<file path="src/rtl/lsu_arbiter_if.sv">
// lsu_arbiter_if: two requester ports plus the LSU-side bus of the LSU arbiter.
interface lsu_arbiter_if;
    logic        i_m0_req, i_m1_req;
    logic        i_m0_we, i_m1_we;
    logic [2:0]  i_m0_funct3, i_m1_funct3;
    logic [31:0] i_m0_addr, i_m1_addr;
    logic [31:0] i_m0_wdata, i_m1_wdata;
    logic        i_m0_lock, i_m1_lock;
    logic        o_m0_gnt, o_m1_gnt;
    logic        o_m0_rvalid, o_m1_rvalid;
    logic [31:0] o_m0_rdata, o_m1_rdata;
    logic [31:0] o_lsu_addr, o_lsu_st_data;
    logic [2:0]  o_lsu_funct3;
    logic        o_lsu_wren;
    logic [31:0] i_ld_data;

    modport master (
        output i_m0_req, i_m1_req, i_m0_we, i_m1_we, i_m0_funct3, i_m1_funct3,
               i_m0_addr, i_m1_addr, i_m0_wdata, i_m1_wdata, i_m0_lock, i_m1_lock, i_ld_data,
        input  o_m0_gnt, o_m1_gnt, o_m0_rvalid, o_m1_rvalid, o_m0_rdata, o_m1_rdata,
               o_lsu_addr, o_lsu_st_data, o_lsu_funct3, o_lsu_wren
    );

    modport slave (
        input  i_m0_req, i_m1_req, i_m0_we, i_m1_we, i_m0_funct3, i_m1_funct3,
               i_m0_addr, i_m1_addr, i_m0_wdata, i_m1_wdata, i_m0_lock, i_m1_lock, i_ld_data,
        output o_m0_gnt, o_m1_gnt, o_m0_rvalid, o_m1_rvalid, o_m0_rdata, o_m1_rdata,
               o_lsu_addr, o_lsu_st_data, o_lsu_funct3, o_lsu_wren
    );
endinterface

</file>
<file path="src/rtl/lsu_arbiter.sv">
// lsu_arbiter: two-port round-robin arbiter in front of the LSU, one transaction per ARB+XFER pair.
// Define LSU_ARB_LOCK_EN to let a locked port keep winning for up to MAX_LOCK grants.
module lsu_arbiter #(
    parameter int MAX_LOCK = 8
) (
    input logic          i_clk,
    input logic          i_reset,
    lsu_arbiter_if.slave bus
);
    typedef enum logic {ARB, XFER} state_t;
    state_t state, state_n;
    logic win, win_n, last, any_req, rr_win;
    logic we_q;
    logic [2:0] f3_q;
    logic [31:0] addr_q, wdata_q, rdata0_q, rdata1_q;
    logic [1:0] rvalid_q;
    assign any_req = bus.i_m0_req | bus.i_m1_req;
    assign rr_win = (bus.i_m0_req & bus.i_m1_req) ? ~last : bus.i_m1_req;
`ifdef LSU_ARB_LOCK_EN
    logic [3:0] lock_cnt;
    logic lock_port, lock_hold, win_lock;
    // A nonzero count means the previous grant was locked; reaching MAX_LOCK forces one round-robin pick.
    assign lock_hold = lock_cnt != 4'd0 && lock_cnt < 4'(MAX_LOCK) && (lock_port ? bus.i_m1_req : bus.i_m0_req);
    assign win_lock = win ? bus.i_m1_lock : bus.i_m0_lock;
    assign win_n = lock_hold ? lock_port : rr_win;
    always_ff @(posedge i_clk or negedge i_reset)
        if (!i_reset) begin
            lock_cnt <= 4'd0;
            lock_port <= 1'b0;
        end else if (state == ARB && lock_cnt == 4'(MAX_LOCK)) begin
            lock_cnt <= 4'd0;
        end else if (state == XFER) begin
            lock_port <= win;
            lock_cnt <= win_lock ? ((win == lock_port && lock_cnt != 4'd0) ? lock_cnt + 4'd1 : 4'd1) : 4'd0;
        end
`else
    logic unused_lock;
    assign unused_lock = bus.i_m0_lock ^ bus.i_m1_lock;
    assign win_n = rr_win;
`endif
    always_ff @(posedge i_clk or negedge i_reset)
        if (!i_reset) state <= ARB;
        else state <= state_n;
    always_comb begin
        state_n = ARB;
        if (state == ARB && any_req) state_n = XFER;
    end
    always_ff @(posedge i_clk or negedge i_reset)
        if (!i_reset) begin
            win <= 1'b0;
            last <= 1'b1;
            we_q <= 1'b0;
            f3_q <= 3'd0;
            addr_q <= 32'd0;
            wdata_q <= 32'd0;
            rvalid_q <= 2'b00;
            rdata0_q <= 32'd0;
            rdata1_q <= 32'd0;
        end else begin
            rvalid_q <= 2'b00;
            if (state == ARB && any_req) begin
                win <= win_n;
                we_q <= win_n ? bus.i_m1_we : bus.i_m0_we;
                f3_q <= win_n ? bus.i_m1_funct3 : bus.i_m0_funct3;
                addr_q <= win_n ? bus.i_m1_addr : bus.i_m0_addr;
                wdata_q <= win_n ? bus.i_m1_wdata : bus.i_m0_wdata;
            end
            if (state == XFER) begin
                last <= win;
                if (!we_q) begin
                    rvalid_q[win] <= 1'b1;
                    if (win) rdata1_q <= bus.i_ld_data;
                    else rdata0_q <= bus.i_ld_data;
                end
            end
        end
    assign bus.o_m0_gnt = state == XFER && !win;
    assign bus.o_m1_gnt = state == XFER && win;
    assign bus.o_m0_rvalid = rvalid_q[0];
    assign bus.o_m1_rvalid = rvalid_q[1];
    assign bus.o_m0_rdata = rdata0_q;
    assign bus.o_m1_rdata = rdata1_q;
    // Combinational gating lets an async reset drop the LSU strobes immediately.
    assign bus.o_lsu_wren = state == XFER && we_q;
    assign bus.o_lsu_addr = state == XFER ? addr_q : 32'd0;
    assign bus.o_lsu_funct3 = state == XFER ? f3_q : 3'd0;
    assign bus.o_lsu_st_data = state == XFER ? wdata_q : 32'd0;
endmodule

</file>
<file path="src/flat_wrapper.sv">
// flat-port wrapper written by rule: the top's interface ports become plain ports
module lsu_arbiter_flat 
#(
    parameter int MAX_LOCK = 8
)
  (i_clk, i_reset, bus_i_m0_req, bus_i_m1_req, bus_i_m0_we, bus_i_m1_we, bus_i_m0_funct3, bus_i_m1_funct3, bus_i_m0_addr, bus_i_m1_addr, bus_i_m0_wdata, bus_i_m1_wdata, bus_i_m0_lock, bus_i_m1_lock, bus_i_ld_data, bus_o_m0_gnt, bus_o_m1_gnt, bus_o_m0_rvalid, bus_o_m1_rvalid, bus_o_m0_rdata, bus_o_m1_rdata, bus_o_lsu_addr, bus_o_lsu_st_data, bus_o_lsu_funct3, bus_o_lsu_wren);
  lsu_arbiter_if bus_i ();
  input logic i_clk;
  input logic i_reset;
  input wire logic [$bits(bus_i.i_m0_req)-1:0] bus_i_m0_req;
  input wire logic [$bits(bus_i.i_m1_req)-1:0] bus_i_m1_req;
  input wire logic [$bits(bus_i.i_m0_we)-1:0] bus_i_m0_we;
  input wire logic [$bits(bus_i.i_m1_we)-1:0] bus_i_m1_we;
  input wire logic [$bits(bus_i.i_m0_funct3)-1:0] bus_i_m0_funct3;
  input wire logic [$bits(bus_i.i_m1_funct3)-1:0] bus_i_m1_funct3;
  input wire logic [$bits(bus_i.i_m0_addr)-1:0] bus_i_m0_addr;
  input wire logic [$bits(bus_i.i_m1_addr)-1:0] bus_i_m1_addr;
  input wire logic [$bits(bus_i.i_m0_wdata)-1:0] bus_i_m0_wdata;
  input wire logic [$bits(bus_i.i_m1_wdata)-1:0] bus_i_m1_wdata;
  input wire logic [$bits(bus_i.i_m0_lock)-1:0] bus_i_m0_lock;
  input wire logic [$bits(bus_i.i_m1_lock)-1:0] bus_i_m1_lock;
  input wire logic [$bits(bus_i.i_ld_data)-1:0] bus_i_ld_data;
  output wire logic [$bits(bus_i.o_m0_gnt)-1:0] bus_o_m0_gnt;
  output wire logic [$bits(bus_i.o_m1_gnt)-1:0] bus_o_m1_gnt;
  output wire logic [$bits(bus_i.o_m0_rvalid)-1:0] bus_o_m0_rvalid;
  output wire logic [$bits(bus_i.o_m1_rvalid)-1:0] bus_o_m1_rvalid;
  output wire logic [$bits(bus_i.o_m0_rdata)-1:0] bus_o_m0_rdata;
  output wire logic [$bits(bus_i.o_m1_rdata)-1:0] bus_o_m1_rdata;
  output wire logic [$bits(bus_i.o_lsu_addr)-1:0] bus_o_lsu_addr;
  output wire logic [$bits(bus_i.o_lsu_st_data)-1:0] bus_o_lsu_st_data;
  output wire logic [$bits(bus_i.o_lsu_funct3)-1:0] bus_o_lsu_funct3;
  output wire logic [$bits(bus_i.o_lsu_wren)-1:0] bus_o_lsu_wren;
  assign bus_i.i_m0_req = bus_i_m0_req;
  assign bus_i.i_m1_req = bus_i_m1_req;
  assign bus_i.i_m0_we = bus_i_m0_we;
  assign bus_i.i_m1_we = bus_i_m1_we;
  assign bus_i.i_m0_funct3 = bus_i_m0_funct3;
  assign bus_i.i_m1_funct3 = bus_i_m1_funct3;
  assign bus_i.i_m0_addr = bus_i_m0_addr;
  assign bus_i.i_m1_addr = bus_i_m1_addr;
  assign bus_i.i_m0_wdata = bus_i_m0_wdata;
  assign bus_i.i_m1_wdata = bus_i_m1_wdata;
  assign bus_i.i_m0_lock = bus_i_m0_lock;
  assign bus_i.i_m1_lock = bus_i_m1_lock;
  assign bus_i.i_ld_data = bus_i_ld_data;
  assign bus_o_m0_gnt = bus_i.o_m0_gnt;
  assign bus_o_m1_gnt = bus_i.o_m1_gnt;
  assign bus_o_m0_rvalid = bus_i.o_m0_rvalid;
  assign bus_o_m1_rvalid = bus_i.o_m1_rvalid;
  assign bus_o_m0_rdata = bus_i.o_m0_rdata;
  assign bus_o_m1_rdata = bus_i.o_m1_rdata;
  assign bus_o_lsu_addr = bus_i.o_lsu_addr;
  assign bus_o_lsu_st_data = bus_i.o_lsu_st_data;
  assign bus_o_lsu_funct3 = bus_i.o_lsu_funct3;
  assign bus_o_lsu_wren = bus_i.o_lsu_wren;
  lsu_arbiter #(.MAX_LOCK(MAX_LOCK)) u_core (.i_clk(i_clk), .i_reset(i_reset), .bus(bus_i));
endmodule
</file>
<file path="config.mk">
export PLATFORM = sky130hd
export DESIGN_NAME = lsu_arbiter_flat
export DESIGN_NICKNAME = d
export VERILOG_FILES = /design/src/rtl/lsu_arbiter_if.sv /design/src/rtl/lsu_arbiter.sv /design/src/flat_wrapper.sv
export SDC_FILE = /design/constraint.sdc
export NUM_CORES = 1
export LEC_CHECK = 0
export CAP_MARGIN = 20
export CORE_MARGIN = 8
export CORE_UTILIZATION = 44
export DETAILED_ROUTE_END_ITERATION = 12
export PLACE_DENSITY = 0.84
export SLEW_MARGIN = 20
export SYNTH_ARGS = -nofsm -noshare
export SYNTH_HDL_FRONTEND = slang
export SYNTH_SLANG_ARGS = --single-unit
</file>
<file path="constraint.sdc">
create_clock -name i_clk -period 2.4 [get_ports i_clk]
set_input_delay 0.24 -clock i_clk [delete_from_list [all_inputs] [get_ports i_clk]]
set_output_delay 0.24 -clock i_clk [all_outputs]
set_load 0.005 [all_outputs]
</file>
---- Yosys cells after proc, flatten, opt, wreduce, memory -nomap -nowiden ----
Cells that the tools add are included.
storage, ports and cells
  flip-flop bits (word level) ............. 137
  input bits .............................. 174
  output and inout port bits .............. 136
  word-level logic and storage cells ...... 39
cells by class
  magnitude comparators ................... 2
  mux-type cells .......................... 13
  bitwise operators ....................... 6
  reduce and logical (&&, ||, !) cells .... 8
operators by type and width
  operator                                                    count
  2-to-1 mux 32 bit                                           4
  2-to-1 mux 3 bit                                            2
  AND reduction 3 bit                                         2
  logical AND 1 bit                                           5
  2-to-1 mux 1 bit                                            4
  2-to-1 mux 2 bit                                            2
  NOT 1 bit                                                   4
  less-than comparator 1 x 2 -> 1 bit, second input constant  1
  AND 1 bit                                                   1
  demux 1 bit (select 1 bit)                                  1
  >= comparator 1 bit, second input constant                  1
  zero test 1 bit                                             1
  bitwise OR 1 bit                                            1

---- Depth between registers and ports, before layout ----
Gate-level depths: netlist (run 1).
  word-level depth ........................ 6
  mapped depth ............................ 6
  gate-level depth less buffers ........... 4

---- Least setup slack after synthesis (run 1) ----
No wires, ideal clock.
  path kind ............................... flip-flop to flip-flop
  start ................................... register u_core.win
  end ..................................... register u_core.rdata0_q[10], in the netlist u_core.bus.o_m0_rdata[10]
  library setup time ...................... 0.125 ns
  arrival ................................. 1.324 ns
  data required time ...................... 2.275 ns
  setup slack ............................. 0.951 ns
  stages on the path, launching flop included .. 6
  path buffers ............................ 2
  clock period less this slack ............ 1.449 ns
  path through ............................ dfrtp_1 -> and2b_4 -> nor2b_4 -> buf_6 -> buf_6 -> mux2_4
between the ends
  word-level cells in the longest chain between the ends .. 2
ends and longest elaborated chain
  element                        RTL line           text
  from (decl)                    lsu_arbiter.sv:12  logic win, win_n, last, any_req, rr_win;
  from (signal assigned)         lsu_arbiter.sv:62  win <= win_n;
  NOT 1 bit (no line)            -
  AND reduction 3 bit (no line)  -
  to (signal assigned)           lsu_arbiter.sv:73  else rdata0_q <= bus.i_ld_data;
  to (decl)                      lsu_arbiter.sv:15  logic [31:0] addr_q, wdata_q, rdata0_q, rdata1_q;
No other way between the ends.
A chain may end at the register's enable or synchronous reset.

---- Final worst setup path (run 1) ----
  start ................................... register u_core.state
  end ..................................... output port bus_o_lsu_addr[29]
between the ends
  word-level cells in the longest chain between the ends .. 1
ends and longest elaborated chain
  element                 RTL line            text
  from (decl)             lsu_arbiter.sv:11   state_t state, state_n;
  from (signal assigned)  lsu_arbiter.sv:43   else state <= state_n;
  2-to-1 mux 32 bit       lsu_arbiter.sv:85   assign bus.o_lsu_addr = state == XFER ? addr_q : 32'd0;
  to (decl)               flat_wrapper.sv:29  output wire logic [$bits(bus_i.o_lsu_addr)-1:0] bus_o_lsu_addr;
No other way between the ends.

==> results of run 1 <==
cell usage in the layout, fill, tap and decap left out, types with 2 or more instances in the layout:
master and n:
buf_4 9, clkbuf_1 2, inv_1 3, clkdlybuf4s50_1 306
nor2_1 68, mux2_4 59, dfrtp_1 135, and2_1 68
mux2_1 5, a31oi_1 68, buf_12 5, nand2_1 136
inv_6 3, bufinv_16 2, clkinvlp_4 6, clkbuf_16 17
state kept, by name, indices dropped and copies added, names as in the netlist:
| register | flops |
|---|---|
| u_core.addr_q | 32 |
| u_core.bus.o_m0_rdata | 32 |
| u_core.bus.o_m1_rdata | 32 |
| u_core.f3_q | 3 |
| u_core.last | 1 |
| u_core.rvalid_q | 2 |
| u_core.state | 1 |
| u_core.wdata_q | 32 |
| u_core.we_q | 1 |
| u_core.win | 1 |
final timing paths:
| check | startpoint | to | slack (ps) |
|---|---|---|---|
| setup / recovery | u_core.state$_DFF_PN0_ | bus_o_lsu_addr[29] | 190 |
| hold / removal | i_reset | u_core.bus.o_m0_rdata[24]$_DFFE_PN0P_ | 370 |
| setup reg to reg | u_core.state$_DFF_PN0_ | u_core.bus.o_m1_rdata[17]$_DFFE_PN0P_ | 500 |
| hold reg to reg | u_core.bus.o_m0_rdata[31]$_DFFE_PN0P_ | u_core.bus.o_m0_rdata[31]$_DFFE_PN0P_ | 490 |
| max in group asynchronous | i_reset | u_core.bus.o_m0_rdata[12]$_DFFE_PN0P_ | 1260 |
| min in group i_clk | bus_i_m0_addr[24] | u_core.addr_q[24]$_DFFE_PN0P_ | 380 |
area by class of cell:
cell class	count	area share, %
Inverter	4	0.148
Clock buffer	19	4.26
Tap cell	184	2.27
Antenna cell	1	0.0246
Clock inverter	13	1.43
Sequential cell	137	33.8
Timing Repair Buffer	322	32.0
Multi-Input combinational cell	413	26.1
synth_stat cells (all sizes together):
cell type / number / area share (%)
nand2: 137 / 8.1
and2b: 1 / 0.16
a31oi: 68 / 6.7
mux2: 64 / 15
and2: 68 / 6.7
inv: 4 / 0.24
nor2: 68 / 4.0
o21ba: 1 / 0.16
a21bo: 1 / 0.16
dfstp: 1 / 0.41
dfrtp: 136 / 54
o22ai: 1 / 0.099
clkbuf: 17 / 1.0
o21ai: 1 / 0.079
a21boi: 1 / 0.18
nor2b: 1 / 0.22
or2: 1 / 0.099
buf: 29 / 3.2
stage by stage:
| step | power [uW] | worst slack (ps) | instances | hold WS [ps] |
|---|---|---|---|---|
| global route | 10500 | 58.1 | 1093 | 383 |
| global placement | 7270 | 549 | 1059 | 241 |
| floorplan | 5130 | 951 | 600 | -55.6 |
| CTS | 10100 | 143 | 1092 | 365 |
| finish | 10000 | 193 | 1093 | 370 |
| detailed placement | 7430 | 520 | 1059 | 250 |
power breakdown:
part           switching [uW]  total [uW]  internal, uW  leakage [uW]
clock                    1030        2570          1540      0.000263
sequential                518        3660          3140       0.00158
combinational            1260        3780          2510       0.00253
worst register-to-register path: stages, from the launching register on:
cell	delay [ps]
dfrtp_2	480
nand2_2	100
or2_2	540
buf_4	330
mux2_4	320
per-layer routing:
metal,up-vias,part of all wire (%),GRT usage [%]
met5,-,0.038,0
met4,2,1.4,6.65
met3,20,9.5,9.42
met2,227,50,37.8
met1,2618,39,25.4
li1,2578,-,-
logic make-up (layout without fill, tap and decap cells):
kind of cell / Yosys count / after routing / share of synthesized area, %
AND/OR/NAND/NOR: 276 / 276 / 19.3
flip-flops: 137 / 137 / 54.0
AO/OA/AOI/OAI: 73 / 73 / 7.37
multiplexers: 64 / 64 / 14.8
buffers and inverters: 50 / 358 / 4.42
other: 0 / 1 / 0
timing repair:
| item | CTS | global route |
|---|---|---|
| hold buffers | 1 | 0 |
| endpoints found under the hold margin | 54 | 0 |
| buffers inserted | 0 | 0 |
==> metrics.md, run 1 <==
| Metric | Value |
|---|---|
| Drt via density | approximately 5.0 |
| Worst r2r path cells | 4 |
| Worst path max stage delay | around 520 ps |
| Sequential share of the synthesized area | between 50% and 60% |
| Post-route minimum period | between 2000 and 2500 ps |
| Max Cap Violations | 0 |
| VDD IR-drop max | 0.000545 V |
| Setup CP Type | reg -> out |
| CP delay by family, top | buffers and inverters |
| Cell Chain, Critical Path | buf_4, and2_1, clkdlybuf4s50_1 |
| Initial antenna violation count | 2 |
| Clk buf depth | 2 |
| Initial DRT Pass Iterations | 4 |
| Crit path buffers/inverters | 2 |
| CP Launch Type | flip-flop |
| First-pass GRT wire length | ~32 mm |
| Max Fclk | 453 MHz |
| Fin util | 71.0% |
| Total core area | about 14000 um2 |
| Largest net degree at the start of global routing | 66 |
| DRT iter0 DRCs | 251 |
| Post-route ant nets | 0 |
| Share of cells above drive strength 1 | approximately 13% |
| Post-Syn Area | ~6300 um2 |
| Vias | 5445 |
| Max-slew violations | 0 |
| Outcome | finished clean |
| Hold Vio Cnt, Final | 0 |
| Post-synth cell types | 22 |
| Critical path arrival | 1970 ps |
| CP max-delay cell | clkdlybuf4s50_1 |
| Port-buffer cells | ~310 |
| Drc violations | 0 |
| H-tree levels | 4 |
| Vias in the first global route | around 5500 |
| Initial Utilization | between 40% and 50% |
| CTS clk-pin slew, worst paths | 60 ps |
| Fillers | around 1100 |
| Final HPWL from detailed placement | approximately 15 mm |
| Relative slew slack | ~56% |
| Crit path max fanout | 39 |
| CTS resizes | 0 |
| Synth Instances | 600 |
| Routed WL | 21.1 mm |
| Crit end category | output pin |
| Area Overhead vs Synth | 60.1% |
| Endpoints failing setup | 0 |
| Die Height | 136 um |
| FF+latch count, synth | 137 |
| Ports | a little over 300 |
| Leakage | around 0.0044 uW |
| Hold WC Path Type | in -> async |
| Total GRT Usage | between 20% and 30% |
| Area occupied by multi-input gates | between 2000 and 3000 um2 |
| Grt ovf | 0 |
| Final period utilization | approximately nine tenths |
| Nets | between 1000 and 1500 |
| Insertion delay to the later sink of the worst-skew pair | a little over 400 ps |
| Syn Nets | slightly below 800 |
| CTS Sinks | roughly 140 |
| Clock Root Buffer | clkbuf_16 |
| Sequential cell area | roughly 3400 um2 |
| DIE WIDTH | between 100 and 150 um |
| Worst path depth | 3 |
| Total negative setup slack | 0 ps |
| Least-Margin Pin Slew | between 600 and 700 ps |
| Unrepaired setup endpoints after global routing | no |
| WP data required | roughly 2200 ps |
| Avg Inst Size Synth | ~11 um2 |
| Clock Skew | around 7.5 ps |
| Gpl congestion | 0.783 |
| Pwr per Cell Area | a little under 1000 nW/um2 |
| CTS buffer count | 17 |
| Site Rows | 44 |
| Die ar. | between 15000 and 20000 um2 |
| YS warnings | 0 |
| Area post-placement | 9570 um2 |
| WL/cell | 19.3 um |
| Design Area, Final | 10200 um2 |
| CTS tree | done |
(Power assumes the default switching activity.)
==> run 2, diff against run 1 <==
--- a/config.mk
+++ b/config.mk
@@ -9,7 +9,7 @@
 export CORE_MARGIN = 8
 export CORE_UTILIZATION = 44
 export DETAILED_ROUTE_END_ITERATION = 12
-export PLACE_DENSITY = 0.84
+export PLACE_DENSITY = 0.87
 export SLEW_MARGIN = 20
 export SYNTH_ARGS = -nofsm -noshare
 export SYNTH_HDL_FRONTEND = slang
==> metrics.md, run 2 (same netlist as run 1, synthesis figures left out) <==
| Metric | Value |
|---|---|
| Post-CTS Setup Repair Bufs | 0 (unchanged) |
| Unrepaired setup endpoints after global routing | no |
| Outcome | finished clean |
| Finished Layout Cells | 1095 (+0.18%) |
| DRT iter0 DRCs | 294 (+17%) |
| Insertion delay to the later sink of the worst-skew pair | 410 ps (about the same) |
| Clock Root Buffer | clkbuf_16 |
| Crit path max fanout | 32 (-18%) |
| Endpoints failing setup | 0 (unchanged) |
| Critical path arrival | 2010 ps (+40 ps) |
| Max-slew violations | 0 (unchanged) |
| Hold WC Path Type | in -> async |
| Leading cell type in the layout, fill and taps excluded | clkdlybuf4s50_1 |
| Total core area | 14300 um2 (unchanged) |
| Reg-to-reg slack, setup | 460 ps (-40 ps) |
| N_diodes | 0 (-1) |
| Site Rows | 44 (unchanged) |
| Placed insts | 1062 (+0.28%) |
| Port-buffer cells | 307 (unchanged) |
| Design Area, Final | 10200 um2 (+0.52%) |
| Grt ovf | 0 (unchanged) |
| Most frequent cells in the layout | 306 x clkdlybuf4s50_1, 136 x nand2_1, 135 x dfrtp_1 |
| Max Cap Violations | 0 (unchanged) |
| Share of cells above drive strength 1 | 13.0% (+0.40 points) |
| Nets | 1072 (+0.28%) |
| Clk buf depth | 2 (unchanged) |
| Total GRT Usage | 23.3% (+0.92 points) |
| Initial Utilization | 44.3% (unchanged) |
| Initial DRT Pass Iterations | 5 (+1) |
| Pre-CTS setup slack | 413 ps (-106 ps) |
| Routed WL | 21.7 mm (+2.5%) |
| CTS buffer count | 17 (unchanged) |
| Final period utilization | 93.9% (+1.9 points) |
| Leakage | 0.00442 uW (+1.1%) |
| Setup CP Type | reg -> out |
| Drt via density | 5.00 (+0.35%) |
| Initial antenna violation count | 0 (-2) |
| Gpl congestion | 0.796 (+1.7%) |
| Area Overhead vs Synth | 60.9% |
| WL/cell | 19.8 um (+2.3%) |
| CTS Sinks | 137 (unchanged) |
| First-pass GRT wire length | 33.1 mm (+4.5%) |
| Clock Skew | 10.3 ps (+2.85 ps) |
| WP data required | 2160 ps (about the same) |
| DIE WIDTH | 136 um (unchanged) |
| Die ar. | 18500 um2 (unchanged) |
| Die Height | 136 um (unchanged) |
| Reg2Reg Capture Point | u_core.wdata_q[29]$_DFFE_PN0P_ |
| Least-Margin Pin Slew | 467 ps (-191 ps) |
| Post-route minimum period | 2250 ps (+45.2 ps) |
| Drc violations | 0 (unchanged) |
| Worst r2r path cells | 5 (+1) |
| Post-route ant nets | 0 (unchanged) |
| H-tree levels | 4 (unchanged) |
| Largest net degree at the start of global routing | 55 (-17%) |
| Vias | 5474 (+0.53%) |
| CP Launch Type | flip-flop |
| Pwr per Cell Area | 999 nW/um2 (+1.5%) |
| VDD IR-drop max | 0.000602 V (+10%) |
| Crit end category | output pin |
| CTS clk-pin slew, worst paths | 70 ps (about the same) |
| Total negative setup slack | 0 ps (unchanged) |
| Final HPWL from detailed placement | 16.0 mm (+4.5%) |
| Critical R2R Launch | u_core.state$_DFF_PN0_ |
| Vias in the first global route | 5674 (+3.5%) |
| Area post-placement | 9590 um2 (+0.24%) |
| Hold Vio Cnt, Final | 0 (unchanged) |
| Total power | 10200 uW (+2.0%) |
| Ports | 310 (unchanged) |
| CTS tree | done |
| Relative slew slack | 68.9% (+13 points) |
| Max Fclk | 444 MHz (-2.0%) |
| Setup WS post-layout | 148 ps (-45.2 ps) |
-- run 2: critical path: stages (launching register included) --
cell and delay, ps:
dfrtp_4 620, buf_4 250, and2_1 170, clkdlybuf4s50_1 560
-- run 2: layout make-up --
class / count / area [um2]
fillers: 978 / 4100
clock inverters: 13 / 165
multi-input cells: 413 / 2650
flip-flops and latches: 137 / 3430
clock buffers: 19 / 443
repair buffers: 325 / 3270
well taps: 184 / 230
inverters: 4 / 15.0
-- run 2: what timing repair did --
action / in CTS / in global routing
hold buffers: 1 / 0
hold endpoints to repair: 43 / 0
endpoints found under the setup margin: 1 / 0
resized for setup: 1 / 0
-- run 2: through the flow --
stage	utilization (%)	hold slack (ps)
after CTS	71.3	332
after global routing	71.3	359
after global placement	67.0	208
after detailed placement	67.0	214
after floorplan	-	-55.6
final	71.3	322
-- run 2: power by group --
part | switching, uW | total [uW] | internal, uW
Sequential | 547 | 3690 | 3140
Clock | 1040 | 2720 | 1670
Combinational | 1280 | 3800 | 2520
Total | 2870 | 10200 | 7330
-- run 2: worst max-delay path by stage --
stage / from / endpoint / slack [ps] / cells past startpoint
floorplan: u_core.win$_DFFE_PN0P_ / u_core.bus.o_m0_rdata[10]$_DFFE_PN0P_ / 950 / 5
global route: u_core.state$_DFF_PN0_ / bus_o_lsu_st_data[26] / 60 / 3
global placement: u_core.state$_DFF_PN0_ / u_core.bus.o_m1_rdata[27]$_DFFE_PN0P_ / 440 / 4
detailed placement: u_core.state$_DFF_PN0_ / u_core.bus.o_m1_rdata[2]$_DFFE_PN0P_ / 410 / 4
finish: u_core.state$_DFF_PN0_ / bus_o_lsu_st_data[26] / 150 / 3
CTS: u_core.state$_DFF_PN0_ / bus_o_lsu_st_data[26] / 100 / 3
-- run 2: per-layer routing --
metal,vias up,track usage (%),part of all wire (%)
met5,-,0,0
met4,0,5.80,1.3
met1,2649,26.5,38
li1,2577,-,-
met2,229,40.2,51
met3,19,9.20,9.4
==> edit: new RTL, flow settings as in run 1 <==
Build with the macro `LSU_ARB_LOCK_EN` defined.
--- a/src/rtl/lsu_arbiter.sv
+++ b/src/rtl/lsu_arbiter.sv
@@ -1,4 +1,6 @@
 // lsu_arbiter: two-port round-robin arbiter in front of the LSU, one transaction per ARB+XFER pair.
 // Define LSU_ARB_LOCK_EN to let a locked port keep winning for up to MAX_LOCK grants.
+`define LSU_ARB_LOCK_EN
+
 module lsu_arbiter #(
     parameter int MAX_LOCK = 8
Function: changed (a bounded check fails within 4 cycles, from zero or initial values and one cycle with i_reset low).
==> edit against run 1 <==
Register-to-register slack got worse by 280 ps. Worst setup slack improved by 27 ps. Critical path type is now flop to flop. Design area rose by 8.0%. Non-clock buffer count increased by 15. Via count is 23% higher. Power rose by 5.9%. Core utilization shrank 1.2 points. Sequential cell count is 5 higher. Synthesized cell count up 9.8%. Routed wire length up 20%. Clock skew increased by 2.8 ps. Synthesized area increased by 11%.
==> edit: results (changes against run 1) <==
[synth]
ys_top_cells_by_count=141 x dfrtp_1, 70 x a21oi_1, 70 x nor2_1
syn_nets=835  ; +7.9%
synth.area.top_cells=dfrtp_1 50%, mux2_2 10%, a41oi_1 8.5%, o31ai_1 7.3%, and2_1 6.1%
syn_inst=659  ; +9.8%
yosysWarnings=0  ; unchanged
synth.distinct_cells=35  ; +59%
seq_area_frac_synth=0.507  ; -0.0335

[global_routing]
antenna_found_initial=2  ; unchanged
grt_pass1_vias=6873  ; +25%
grt_pass1_wl_um=38900  ; +23%
grt_use_met3=0.0798  ; -0.0144
grt_max_degree=74  ; +12%
grt_use_met1=0.295  ; +0.0413
use_met2=0.398  ; +0.0207
grt_usage=0.247  ; +0.0235

[detailed_routing]
firstDrtPassIters=5  ; +1
drt_iter0_markers=593  ; +140%
route.met3.wl_um=2330  ; +16%
dr_wl_met2_um=12200  ; +16%
top_layer_used=met4
vias_per_cell=5.71  ; +15%
drt-total-wl_um=25400  ; +20%
wl_met1_um=10100  ; +21%

[clocking]
clk_latency_ps=420
cts.htree.levels=4  ; unchanged
cts_setup_buffers=0  ; unchanged
holdBufCountCts=1  ; unchanged
cts_inserted_buffers=17  ; unchanged
cts.clk_slew.worst_paths_ps=70
clockBufferDepth=2  ; unchanged
ctsResizeCount=0  ; unchanged

[sta]
skew_ps=10.3  ; +2.76 ps
worst_pin_slew_ps=775  ; +117 ps

[hold_path]
hold_class=input port to flop
worstHoldStart=bus_i_m0_addr[15]

[placement]
port_buffers=309  ; +0.65%
gp_congestion=0.802  ; +2.5%
post-place-ws_ps=197  ; -323 ps
place_hpwl_um=17800  ; +16%
place_area_um2=10400  ; +8.3%

[layout]
syn_to_final_growth_pct=56.4
drive_gt1_frac=0.144  ; +0.0182
nFillCells=1187  ; +12%
fin_nets=1116  ; +4.4%
layout.cells.non_filler=1171  ; +7.1%

[critical_path]
cp_max_fo=17  ; -56%
r2r_cells=7  ; +3
cpLargestDelayFamily=compound AO/OA/AOI/OAI gates
r2r_start=u_core.lock_cnt[0]$_DFFE_PN0P_
r2r_end=u_core.addr_q[29]$_DFFE_PN0P_
rrSetupSlack_ps=220  ; -280 ps
worstPathArrival_ps=2520  ; +550 ps
slowest_stage=o211a_2
critPathLaunchType=flop

[power_and_ir_drop]
power.leakage_nw=4.33  ; -0.84%
ir_drop_v=0.000488  ; -11%

[run_status]
status=complete, no violations

edit: cell types whose count changed after synthesis, sizes merged, moves of 3 or more:
cell	run 1	this run
nand2	137	2
a21oi	0	70
a41oi	0	68
o31ai	0	68
a31oi	68	1
clkbuf	17	49
dfrtp	136	141
buf	29	26
edit: worst max-delay path by stage:
stage,end,slack (ps),depth (start not counted)
2_1_floorplan,u_core.wdata_q[17]$_DFFE_PN0P_,560,9
3_3_place_gp,u_core.addr_q[14]$_DFFE_PN0P_,290,7
3_5_place_dp,u_core.addr_q[29]$_DFFE_PN0P_,200,7
4_1_cts,u_core.addr_q[24]$_DFFE_PN0P_,180,7
5_1_grt,u_core.addr_q[24]$_DFFE_PN0P_,70,7
6_report,u_core.addr_q[29]$_DFFE_PN0P_,220,7
edit: metrics by stage:
stage / hold WS (ps) / power (mW)
4_1_cts: 349 / 10.7
5_1_grt: 361 / 11.1
3_3_place_gp: 322 / 7.85
3_5_place_dp: 323 / 8.00
2_1_floorplan: -55.6 / 5.46
6_report: 366 / 10.6
edit: report_power, final:
part / internal [mW] / total, mW / switching [mW]
Combinational: 2.51 / 4.18 / 1.67
Clock: 1.48 / 2.65 / 1.17
Sequential: 3.28 / 3.76 / 0.482
edit: logic make-up (layout without fill, tap and decap cells):
family	after synthesis	after routing	synth area share
AO/OA/AOI/OAI	217	217	0.222
XOR/XNOR	2	2	0.00250
adder cells (fa/ha/maj)	2	2	0.00357
buffers and inverters	82	376	0.0505
flip-flops	142	142	0.507
multiplexers	65	65	0.104
other	0	2	0
AND/OR/NAND/NOR	149	149	0.110
edit: layout make-up:
type,count,share of cell area
sequential,142,0.324
timing repair buffer,337,0.309
multi-input combinational,435,0.285
clock buffer,17,0.0388
tap,216,0.0246
clock inverter,15,0.0152
inverter,7,0.00240
antenna,2,0.000456
